[src/rtl/cmp_outcome_tracker.sv]
`default_nettype none
// +--------------------------------------------------------------------------+
// | Module      : cmp_outcome_tracker                                        |
// | Description : Counts EQ/GT/LT/error outcomes of a comparator over a       |
// |               window of WINDOW accepted samples. The totals are held on   |
// |               a valid/ready report interface until the consumer takes     |
// |               them. Optional macro STREAK_EN enables longest-run          |
// |               tracking on max_streak; otherwise max_streak is tied to 0.  |
// | Revision    : 1.0 - initial release                                      |
// +--------------------------------------------------------------------------+
module cmp_outcome_tracker #(
  parameter int CNT_W  = 8,
  parameter int WINDOW = 16
) (
  input  logic             clk,
  input  logic             rst_n,
  input  logic             in_valid,
  output logic             in_ready,
  input  logic             eq,
  input  logic             gt,
  input  logic             lt,
  output logic             out_valid,
  input  logic             out_ready,
  output logic [CNT_W-1:0] eq_cnt,
  output logic [CNT_W-1:0] gt_cnt,
  output logic [CNT_W-1:0] lt_cnt,
  output logic [CNT_W-1:0] err_cnt,
  output logic [CNT_W-1:0] max_streak,
  output logic             busy
);

  typedef enum logic [1:0] {
    S_IDLE   = 2'd0,
    S_ACCUM  = 2'd1,
    S_REPORT = 2'd2
  } state_t;

  // Window length as seen by the 8-bit sample index.
  localparam logic [7:0] c_window = 8'(WINDOW);

  state_t           r_state;
  state_t           w_next_state;
  logic [7:0]       r_idx;
  logic [7:0]       w_idx_inc;
  logic [CNT_W-1:0] r_eq_cnt;
  logic [CNT_W-1:0] r_gt_cnt;
  logic [CNT_W-1:0] r_lt_cnt;
  logic [CNT_W-1:0] r_err_cnt;
  logic             w_accept;
  logic             w_drain;
  logic             w_is_eq;
  logic             w_is_gt;
  logic             w_is_lt;
  logic             w_is_err;

  // Increment that sticks at all-ones instead of wrapping.
  function automatic logic [CNT_W-1:0] sat_inc(input logic [CNT_W-1:0] v);
    return (&v) ? v : v + CNT_W'(1);
  endfunction

  // Handshake and one-hot classification of the incoming outcome.
  assign in_ready  = (r_state != S_REPORT);
  assign w_accept  = in_valid & in_ready;
  assign w_drain   = (r_state == S_REPORT) & out_ready;
  assign w_idx_inc = r_idx + 8'd1;
  assign w_is_eq   = ({eq, gt, lt} == 3'b100);
  assign w_is_gt   = ({eq, gt, lt} == 3'b010);
  assign w_is_lt   = ({eq, gt, lt} == 3'b001);
  assign w_is_err  = ~(w_is_eq | w_is_gt | w_is_lt);

  // Outputs come straight from state/counter registers.
  assign out_valid = (r_state == S_REPORT);
  assign busy      = (r_state != S_IDLE);
  assign eq_cnt    = r_eq_cnt;
  assign gt_cnt    = r_gt_cnt;
  assign lt_cnt    = r_lt_cnt;
  assign err_cnt   = r_err_cnt;

  // State register.
  always_ff @(posedge clk or negedge rst_n) begin
    if (!rst_n) begin
      r_state <= S_IDLE;
    end else begin
      r_state <= w_next_state;
    end
  end

  // Next-state logic: the accept that brings the index to WINDOW closes the window.
  always_comb begin
    w_next_state = r_state;
    case (r_state)
      S_IDLE: begin
        if (w_accept) begin
          w_next_state = (w_idx_inc == c_window) ? S_REPORT : S_ACCUM;
        end
      end
      S_ACCUM: begin
        if (w_accept && (w_idx_inc == c_window)) begin
          w_next_state = S_REPORT;
        end
      end
      S_REPORT: begin
        if (w_drain) begin
          w_next_state = S_IDLE;
        end
      end
      default: w_next_state = S_IDLE;
    endcase
  end

  // Sample index and outcome counters; cleared when the report is taken.
  always_ff @(posedge clk or negedge rst_n) begin
    if (!rst_n) begin
      r_idx     <= '0;
      r_eq_cnt  <= '0;
      r_gt_cnt  <= '0;
      r_lt_cnt  <= '0;
      r_err_cnt <= '0;
    end else if (w_drain) begin
      r_idx     <= '0;
      r_eq_cnt  <= '0;
      r_gt_cnt  <= '0;
      r_lt_cnt  <= '0;
      r_err_cnt <= '0;
    end else if (w_accept) begin
      r_idx <= w_idx_inc;
      if (w_is_eq)  r_eq_cnt  <= sat_inc(r_eq_cnt);
      if (w_is_gt)  r_gt_cnt  <= sat_inc(r_gt_cnt);
      if (w_is_lt)  r_lt_cnt  <= sat_inc(r_lt_cnt);
      if (w_is_err) r_err_cnt <= sat_inc(r_err_cnt);
    end
  end

`ifdef STREAK_EN
  logic [1:0]       r_run_code;
  logic [1:0]       w_code;
  logic [CNT_W-1:0] r_run_len;
  logic [CNT_W-1:0] w_run_len_next;
  logic [CNT_W-1:0] r_max_streak;

  // Current run length: error breaks the run, a new outcome starts at 1.
  always_comb begin
    w_code         = 2'd0;
    w_run_len_next = r_run_len;
    if (w_is_gt) w_code = 2'd1;
    if (w_is_lt) w_code = 2'd2;
    if (w_is_err) begin
      w_run_len_next = '0;
    end else if ((r_run_len != '0) && (w_code == r_run_code)) begin
      w_run_len_next = sat_inc(r_run_len);
    end else begin
      w_run_len_next = CNT_W'(1);
    end
  end

  // Run tracker and window maximum; cleared together with the counters.
  always_ff @(posedge clk or negedge rst_n) begin
    if (!rst_n) begin
      r_run_code   <= 2'd0;
      r_run_len    <= '0;
      r_max_streak <= '0;
    end else if (w_drain) begin
      r_run_code   <= 2'd0;
      r_run_len    <= '0;
      r_max_streak <= '0;
    end else if (w_accept) begin
      r_run_code <= w_code;
      r_run_len  <= w_run_len_next;
      if (w_run_len_next > r_max_streak) begin
        r_max_streak <= w_run_len_next;
      end
    end
  end

  assign max_streak = r_max_streak;
`else
  assign max_streak = '0;
`endif

endmodule
`default_nettype wire
[config.mk]
export PLATFORM = sky130hd
export DESIGN_NAME = cmp_outcome_tracker
export DESIGN_NICKNAME = d
export VERILOG_FILES = /design/src/rtl/cmp_outcome_tracker.sv
export SDC_FILE = /design/constraint.sdc
export NUM_CORES = 1
export LEC_CHECK = 0
export CAP_MARGIN = 25
export CELL_PAD_IN_SITES_DETAIL_PLACEMENT = 1
export CELL_PAD_IN_SITES_GLOBAL_PLACEMENT = 1
export CORE_ASPECT_RATIO = 0.8
export CORE_MARGIN = 4
export CORE_UTILIZATION = 42
export CTS_CLUSTER_DIAMETER = 50
export DETAILED_ROUTE_END_ITERATION = 8
export GPL_ROUTABILITY_DRIVEN = 0
export GPL_TIMING_DRIVEN = 0
export PLACE_DENSITY_LB_ADDON = 0.12
export SLEW_MARGIN = 20
export SYNTH_ARGS = -nofsm -noshare
export SYNTH_HDL_FRONTEND = slang
export SYNTH_SLANG_ARGS = --single-unit
[constraint.sdc]
create_clock -name clk -period 3.4 [get_ports clk]
set_input_delay 0.85 -clock clk [delete_from_list [all_inputs] [get_ports clk]]
set_output_delay 0.85 -clock clk [all_outputs]
set_load 0.005 [all_outputs]
==> flow_summary.ini <==
[worst_setup_path]
worstSetupPathType = input port to flop
endpoint = lt_cnt[6]
worst-r2r-cell-count = 5
critPathRequiredTime_ns = 3.61
cpPeakStageDelay_ns = 0.58
crit_path_top_delay_cell = clkdlybuf4s50_1
r2r_end = err_cnt[5]
ff2ff_setup_slack_ns = 1.41
startpoint = lt
end_kind = flop
timing.rr.start = err_cnt[0]
cp_data_arrival_time_ns = 2.73
cp_cell_sequence = clkdlybuf4s50_1, nor3b_1, o2111ai_2, or3_1, a21oi_1
start_kind = input port
critical_path_peak_fanout = 10

[drt]
routed_wl_um = 6780
vias = 2263
avgRoutedWirePerCell_um = 16.9
drc = 0
firstDrtPassIters = 4
postRouteAntennaNets = 0
via_per_inst = 5.66
drtIter0Drc = 58

[sta]
fin_crit_ns = 2.52
rsz0062_at_grt = false
fin_tns_setup_ns = 0
finalSetupViolations = 0
timing.final.crit_share = 0.742
relSlewSlack = 0.584
fin_worst_skew_ns = 0.00665
finalHoldViolations = 0
worstMarginPinSlew_ns = 0.625
max_freq_mhz = 397
drv_slew = 0

[floorplan]
die_x_um = 93.2
dieArea_mm2 = 0.00709
core_area_mm2 = 0.00553
top_level_ports = 50
std_cell_rows = 24
die_h_um = 76.1
initial_core_util = 0.441

[cells_and_area]
final_common_cell = dfrtp_1
multi_input_area_mm2 = 0.00128
mostFrequentLayoutCells = dfrtp_1 (42), clkdlybuf4s50_1 (40), nand2_1 (32), nand3_1 (20), o21ai_0 (14)
design_area_mm2 = 0.00307
diodes = 0
drive_gt1_frac = 0.0807
nFillCells = 677
ff_latch_area_mm2 = 0.00105
fin_nets = 334
syn_to_final_growth_pct = 26.0

[clock_network]
clk-insertion-delay-late_ns = 0.29
cts_hold_buf = 0
cts_root_buffer = clkbuf_8
cts_made_buffers = 5
clk_pin_slew_ns = 0.08
cts.path.max_buffers = 2
cts.sinks = 42
cts_resized = 0
htreeDepth = 2
cts_tree = built
post_cts_buffers = 0

[power]
power_density_mw_per_mm2 = 513
leakage_nw = 1.28
total_power_mw = 1.57
ir_drop_mv = 0.314

[placement]
io_buffers = 41
placedInstanceArea_mm2 = 0.00299
place_hpwl_um = 5040

[grt]
antenna_found_initial = 0
grt_pass1_vias = 2369
track_usage = 0.204
grt_overflow_total = 0
grt_pass1_wl_um = 11800
grt_max_degree = 23

[logic_synthesis]
synth.cell_area_mm2 = 0.00244
ys.flop_type = dfrtp_1
ys_ff_latch = 42
seq_area_frac_synth = 0.431
async_flop_share = 1.00
synth_area_per_cell_um2 = 9.16
synth-edff-count = 0
ys_types = 46
yosysWarnings = 0
syn_inst = 266

[min_path]
hp-class = flop to flop
min_from = r_state[1]

[run]
cap_violations = 0

[run_status]
outcome = complete, no violations
cell usage after synthesis (all sizes together), types with 2 or more instances:
cell | count | share of area
dfrtp | 42 | 0.43
nand2 | 32 | 0.049
nand3 | 20 | 0.041
o21ai | 14 | 0.029
mux2i | 13 | 0.053
nor2 | 12 | 0.018
nor3 | 12 | 0.025
a21oi | 11 | 0.023
buf | 11 | 0.034
o31ai | 9 | 0.028
inv | 8 | 0.012
nand4 | 7 | 0.018
or3 | 7 | 0.018
and3 | 5 | 0.013
clkbuf | 5 | 0.0077
ha | 5 | 0.026
and4 | 4 | 0.014
nor4 | 4 | 0.010
o211ai | 4 | 0.012
or2 | 4 | 0.010
or4 | 4 | 0.012
a21o | 3 | 0.0092
nor3b | 3 | 0.0092
a211oi | 2 | 0.0062
and4b | 2 | 0.0082
nand2b | 2 | 0.0051
nand4b | 2 | 0.0072
nor2b | 2 | 0.0082
o21a | 2 | 0.0062
xnor2 | 2 | 0.0072
cell families after synthesis:
kind of cell    after synthesis  synth area share
compound gates               52             0.140
xor+xnor                      3            0.0108
fa+ha+maj                     5            0.0257
buf+inv                      24            0.0544
flops                        42             0.431
mux                          13            0.0534
other cells                   1           0.00154
simple gates                126             0.283
sequential cells by signal, indices dropped and copies added (netlist names):
register  cells
eq_cnt        8
gt_cnt        8
r_idx         8
err_cnt       8
r_state       2
lt_cnt        8
per-layer routing:
layer  wire length, um  GRT usage  vias to the layer above
li1                  -          -                     1080
met1              3260      0.285                     1122
met2              3170      0.326                       52
met3               246     0.0365                        9
met4               102     0.0527                        0
met5                 0          0                        -
power by group:
part / internal, mW / leakage, nW / total (mW) / switching (mW)
logic: 0.286 / 0.689 / 0.498 / 0.212
clock network: 0.142 / 0.0383 / 0.308 / 0.166
registers: 0.601 / 0.550 / 0.768 / 0.167
worst min-delay path by stage:
stage                      end  slack [ns]  cells after the start
finish              r_state[0]        0.50                      1
global route        r_state[0]        0.53                      1
CTS                 r_state[0]        0.51                      1
detailed placement  r_state[0]        0.49                      1
global placement    r_state[0]        0.48                      1
floorplan           r_state[0]        0.45                      1
stage by stage:
stage / util / hold WS (ns) / std cells / worst slack [ns]
floorplan: - / 0.454 / 273 / 1.36
global placement: 0.538 / 0.483 / 392 / 0.219
detailed placement: 0.542 / 0.494 / 393 / 0.592
CTS: 0.556 / 0.506 / 400 / 0.888
global route: 0.556 / 0.530 / 400 / 0.713
finish: 0.556 / 0.503 / 400 / 0.878
worst max-delay path: cells and delay by family:
kind	cells	cell delay, ns
AO/OA/AOI/OAI	2	0.51
AND/OR/NAND/NOR	2	0.79
buffers and inverters	1	0.58
area by class of cell:
class,count,share of cell area
Clock buffer,7,0.0249
Sequential cell,42,0.342
Tap cell,78,0.0318
Multi-Input combinational cell,207,0.417
Buffer,16,0.0334
Inverter,8,0.00978
Timing Repair Buffer,42,0.141
No activity file was read; power rests on OpenSTA's default activity.
==> edit 1: new RTL, same settings <==
Change the parameter `CNT_W` from 8 to 10.
--- a/src/rtl/cmp_outcome_tracker.sv
+++ b/src/rtl/cmp_outcome_tracker.sv
@@ -9,7 +9,7 @@
 // | Revision    : 1.0 - initial release                                      |
 // +--------------------------------------------------------------------------+
 module cmp_outcome_tracker #(
-  parameter int CNT_W  = 8,
+  parameter int CNT_W  = 10,
   parameter int WINDOW = 16
 ) (
   input  logic             clk,
Interface: changed (5 resized); port bits go from 50 to 60. No check against the original RTL was run, so the function may have changed too.
==> edit 1 against the original RTL <==
- area after synthesis up 19%
- cell area rose by 18%
- sequential cell count is 8 higher
- final cell count grew 18%
- worst setup slack lost 0.24 ns
- clock power is 20% higher
- wire length rose by 19%
- total power is 2.1% higher
==> edit 1: results (changes against the original RTL) <==
| Metric | Value |
|---|---|
| FF-to-FF path depth | `7 (+2)` |
| R2r setup slk | `1.28 ns (-0.13 ns)` |
| Leak | `1.400 nW (+9.6%)` |
| Vias in the first global route | `2739 (+16%)` |
| Max stage delay on crit path | `0.54 ns (-0.04 ns)` |
| DPL Wire Length | `5.888 mm (+17%)` |
| Vias per std cell | `5.915 (+4.5%)` |
| Status | `finished clean` |
| Number of distinct library cells after synthesis | `45 (-2.2%)` |
| Crit path arrival time | `2.93 ns (+0.20 ns)` |
| R2R Path End | `lt_cnt[2]` |
| Commonest cells in the netlist | `dfrtp_1, nand2_1, nand3_1, a21oi_1, o21ai_0` |
| Synth area leaders | `dfrtp_1, nand2_1, mux2i_1` |
| First-pass GRT wire length | `13.78 mm (+17%)` |
| Crit path to | `lt_cnt[9]` |
| Total GRT Usage | `0.2067 (+0.002759)` |
| Final net count | `397 (+19%)` |
| PD cells | `442.8 nW/um^2 (-14%)` |
| Starting DRT DRC Count | `124 (+110%)` |
| Internal power | `0.001086 W (+5.5%)` |
| Largest net degree at the start of global routing | `51 (+120%)` |
| Max VDD drop | `0.0002395 V (-24%)` |
| Critical R2R Launch | `lt_cnt[0]` |
| Port bufs | `49 (+20%)` |
| Rel. slew slack | `0.5260 (-0.05756)` |
[edit 1: changes by cell type after synthesis, sizes merged, moves of 5 or more]
cell	unedited run	this run
or4	4	12
nor2	12	5
o41ai	0	5
clkbuf	5	12
dfrtp	42	50
a21oi	11	23
nand2	32	38
[edit 1: logic make-up (layout without fill, tap and decap cells)]
kind of cell	count (synthesis)	count (layout)	share of synthesized area
fa+ha+maj	5	5	0.02153
mux	14	14	0.04823
xor+xnor	6	6	0.01809
other cells	1	10	0.001291
flops	50	50	0.4307
simple gates	145	145	0.2782
compound gates	69	69	0.1490
buf+inv	30	87	0.05297
[edit 1: area by class of cell]
cell class	count	share of cell area
buffer	25	0.03723
clock buffer	7	0.02378
clock inverter	1	0.001379
inverter	5	0.005171
multi-input combinational	249	0.4243
sequential	50	0.3447
tap	84	0.02896
timing repair buffer	49	0.1344
[edit 1: per-stage QoR]
step	setup slack (ns)	instances	power, W	hold WS, ns
after floorplan	1.053	329	0.001001	0.4760
after global placement	-0.1113	462	0.001225	0.5022
after detailed placement	0.3215	462	0.001253	0.5203
after CTS	0.6317	470	0.001626	0.5346
after global routing	0.4142	470	0.001724	0.5809
final	0.6344	470	0.001607	0.5394
[edit 1: worst min path at each step]
stage	start	endpoint	slack, ns	cells past startpoint
2_1_floorplan	r_state[1]	r_state[1]	0.48	1
3_3_place_gp	r_state[1]	r_state[1]	0.50	1
3_5_place_dp	eq_cnt[4]	eq_cnt[4]	0.52	1
4_1_cts	eq_cnt[4]	eq_cnt[4]	0.53	1
5_1_grt	r_idx[5]	r_idx[5]	0.58	1
6_report	r_state[1]	r_state[1]	0.54	1
[edit 1: power by group through the flow]
stage	sequential (W)	clock, W	combinational [W]
finish	0.000837	0.000369	0.000401
global route	0.000862	0.000407	0.000455
CTS	0.000835	0.000382	0.000409
detailed placement	0.000847	0	0.000407
global placement	0.000836	0	0.000388
floorplan	0.000815	0	0.000186
[edit 1: metal layers]
| layer | up-vias | track usage | part of all wire |
|---|---|---|---|
| li1 | 1316 | - | - |
| met1 | 1392 | 0.2958 | 0.47 |
| met2 | 68 | 0.3384 | 0.48 |
| met3 | 4 | 0.03610 | 0.048 |
| met4 | 0 | 0.02789 | 0.0043 |
| met5 | - | 0 | 0 |
[edit 1: critical path: cells and delay by family]
| kind | cells | cell delay, ns |
|---|---|---|
| simple gates | 2 | 0.72 |
| compound gates | 2 | 0.46 |
| buf+inv | 3 | 0.91 |
==> edit 2: new RTL, same flow settings <==
Made on the original files. The 3 states of `state_t` get a one-hot encoding in 3 bits.
--- a/src/rtl/cmp_outcome_tracker.sv
+++ b/src/rtl/cmp_outcome_tracker.sv
@@ -29,10 +29,10 @@
   output logic             busy
 );
 
-  typedef enum logic [1:0] {
-    S_IDLE   = 2'd0,
-    S_ACCUM  = 2'd1,
-    S_REPORT = 2'd2
+  typedef enum logic [2:0] {
+    S_IDLE   = 3'b001,
+    S_ACCUM  = 3'b010,
+    S_REPORT = 3'b100
   } state_t;
 
   // Window length as seen by the 8-bit sample index.
Check against the original RTL: no difference found for any inputs over 10 cycles, from zero or initial values and one cycle with rst_n low; not proved beyond that.
==> edit 2 against the original RTL <==
- total power up 12%
- worst setup slack worse by 0.33 ns
- cell area up 4.4%
- sequential cell count up 1
- global-route usage down 0.40 points
- first-iteration DRC count up 34%
- area after synthesis up 3.6%
- clock power up 57%
- final cell count down 0.25%
- clock skew up 0.0051 ns
- combinational power down 2%
- wire length up 1.9%
==> edit 2: results (changes against the original RTL) <==
| Metric | Value |
|---|---|
| Leak | `1.304 nW (+2.1%)` |
| Synth Area in Adders | `0.02478 (-0.0008903)` |
| Clock insertion delay at the later pin of the skew report | `0.31 ns (+0.02 ns)` |
| Vias in the first global route | `2406 (+1.6%)` |
| WL met3 | `308 um (+25%)` |
| Cell count after synthesis | `264 (-0.75%)` |
| Post-DP Area | `3074 sq um (+2.7%)` |
| Critical R2R Launch | `eq_cnt[0]` |
| Largest net degree at the start of global routing | `25 (+8.7%)` |
| DPL Wire Length | `4.904 mm (-2.7%)` |
| Register area share after synthesis | `0.4267 (-0.004551)` |
| R2r setup slk | `1.37 ns (-0.04 ns)` |
| Delay-heaviest family, CP | `buffers and inverters` |
| First-pass DRT Iterations | `4 (unchanged)` |
| Dpl ws | `0.4658 ns (-0.1265 ns)` |
| Max VDD drop | `0.0002911 V (-7.4%)` |
| WL/cell | `17.32 um (+2.2%)` |
| Worst-Margin Slew | `0.6704 ns (+0.04568 ns)` |
| Synth Area in Compound Gates | `0.1556 (+0.01597)` |
| Layout cells sized above 1 | `0.1215 (+0.04075)` |
| R2R Path End | `eq_cnt[5]` |
| Fill count | `686 (+1.3%)` |
| DP Cell Count | `391 (-0.51%)` |
| Wire length on met1 | `3.377 mm (+3.5%)` |
| Starting DRT DRC Count | `78 (+34%)` |
| Final Routed Wirelength | `6.909 mm (+1.9%)` |
| Routed met2 length | `3.155 mm (-0.32%)` |
| Synth area leaders | `dfrtp_1, mux2i_1, nand2_1` |
| Crit path arrival time | `2.01 ns (-0.72 ns)` |
| Fraction of registers with async set/reset | `1.000 (unchanged)` |
| Number of distinct library cells after synthesis | `55 (+20%)` |
| Max stage delay on crit path | `0.45 ns (-0.13 ns)` |
| Hold Path Class | `input port to async pin` |
| Vias per std cell | `5.799 (+2.5%)` |
| Crit path launch | `r_state[2]` |
| Commonest cells in the netlist | `dfrtp_1, nand2_1, nand3_1, o21ai_0, mux2i_1` |
| Total GRT Usage | `0.1999 (-0.004019)` |
| Crit path to | `in_ready` |
| Status | `finished clean` |
| Final net count | `332 (-0.60%)` |
| Final WS setup | `0.5438 ns (-0.3344 ns)` |
| Multiplexer share of the synthesized area | `0.05946 (+0.006077)` |
| Initial antenna violation count | `0 (unchanged)` |
| Slowest CP cell | `or3b_1` |
| Worst hold slack | `0.4880 ns (-0.01458 ns)` |
| FF-to-FF path depth | `6 (+1)` |
| Post-Synth XOR/XNOR Area | `0.01041 (-0.0003739)` |
## edit 2: final cells by class
type	count	area [sq um]	share of cell area
Tap cell	78	97.59	0.03043
Sequential cell	43	1077	0.3359
Clock buffer	6	72.57	0.02263
Multi-Input combinational cell	206	1346	0.4198
Buffer	16	105.1	0.03277
Clock inverter	2	60.06	0.01873
Inverter	6	22.52	0.007023
Timing Repair Buffer	42	425.4	0.1327
## edit 2: per-layer routing
layer  GRT usage  up-vias
met2      0.3153       53
met5           0        -
met3     0.03772        8
met4     0.05043        0
li1            -     1081
met1      0.2836     1172
## edit 2: power groups by stage
stage	combinational (W)	clock [W]	sequential, W
6_report	0.000488	0.000485	0.000782
5_1_grt	0.000554	0.000514	0.000801
3_5_place_dp	0.000489	0	0.000784
3_3_place_gp	0.000469	0	0.000773
2_1_floorplan	0.000243	0	0.000751
4_1_cts	0.000497	0.000490	0.000780
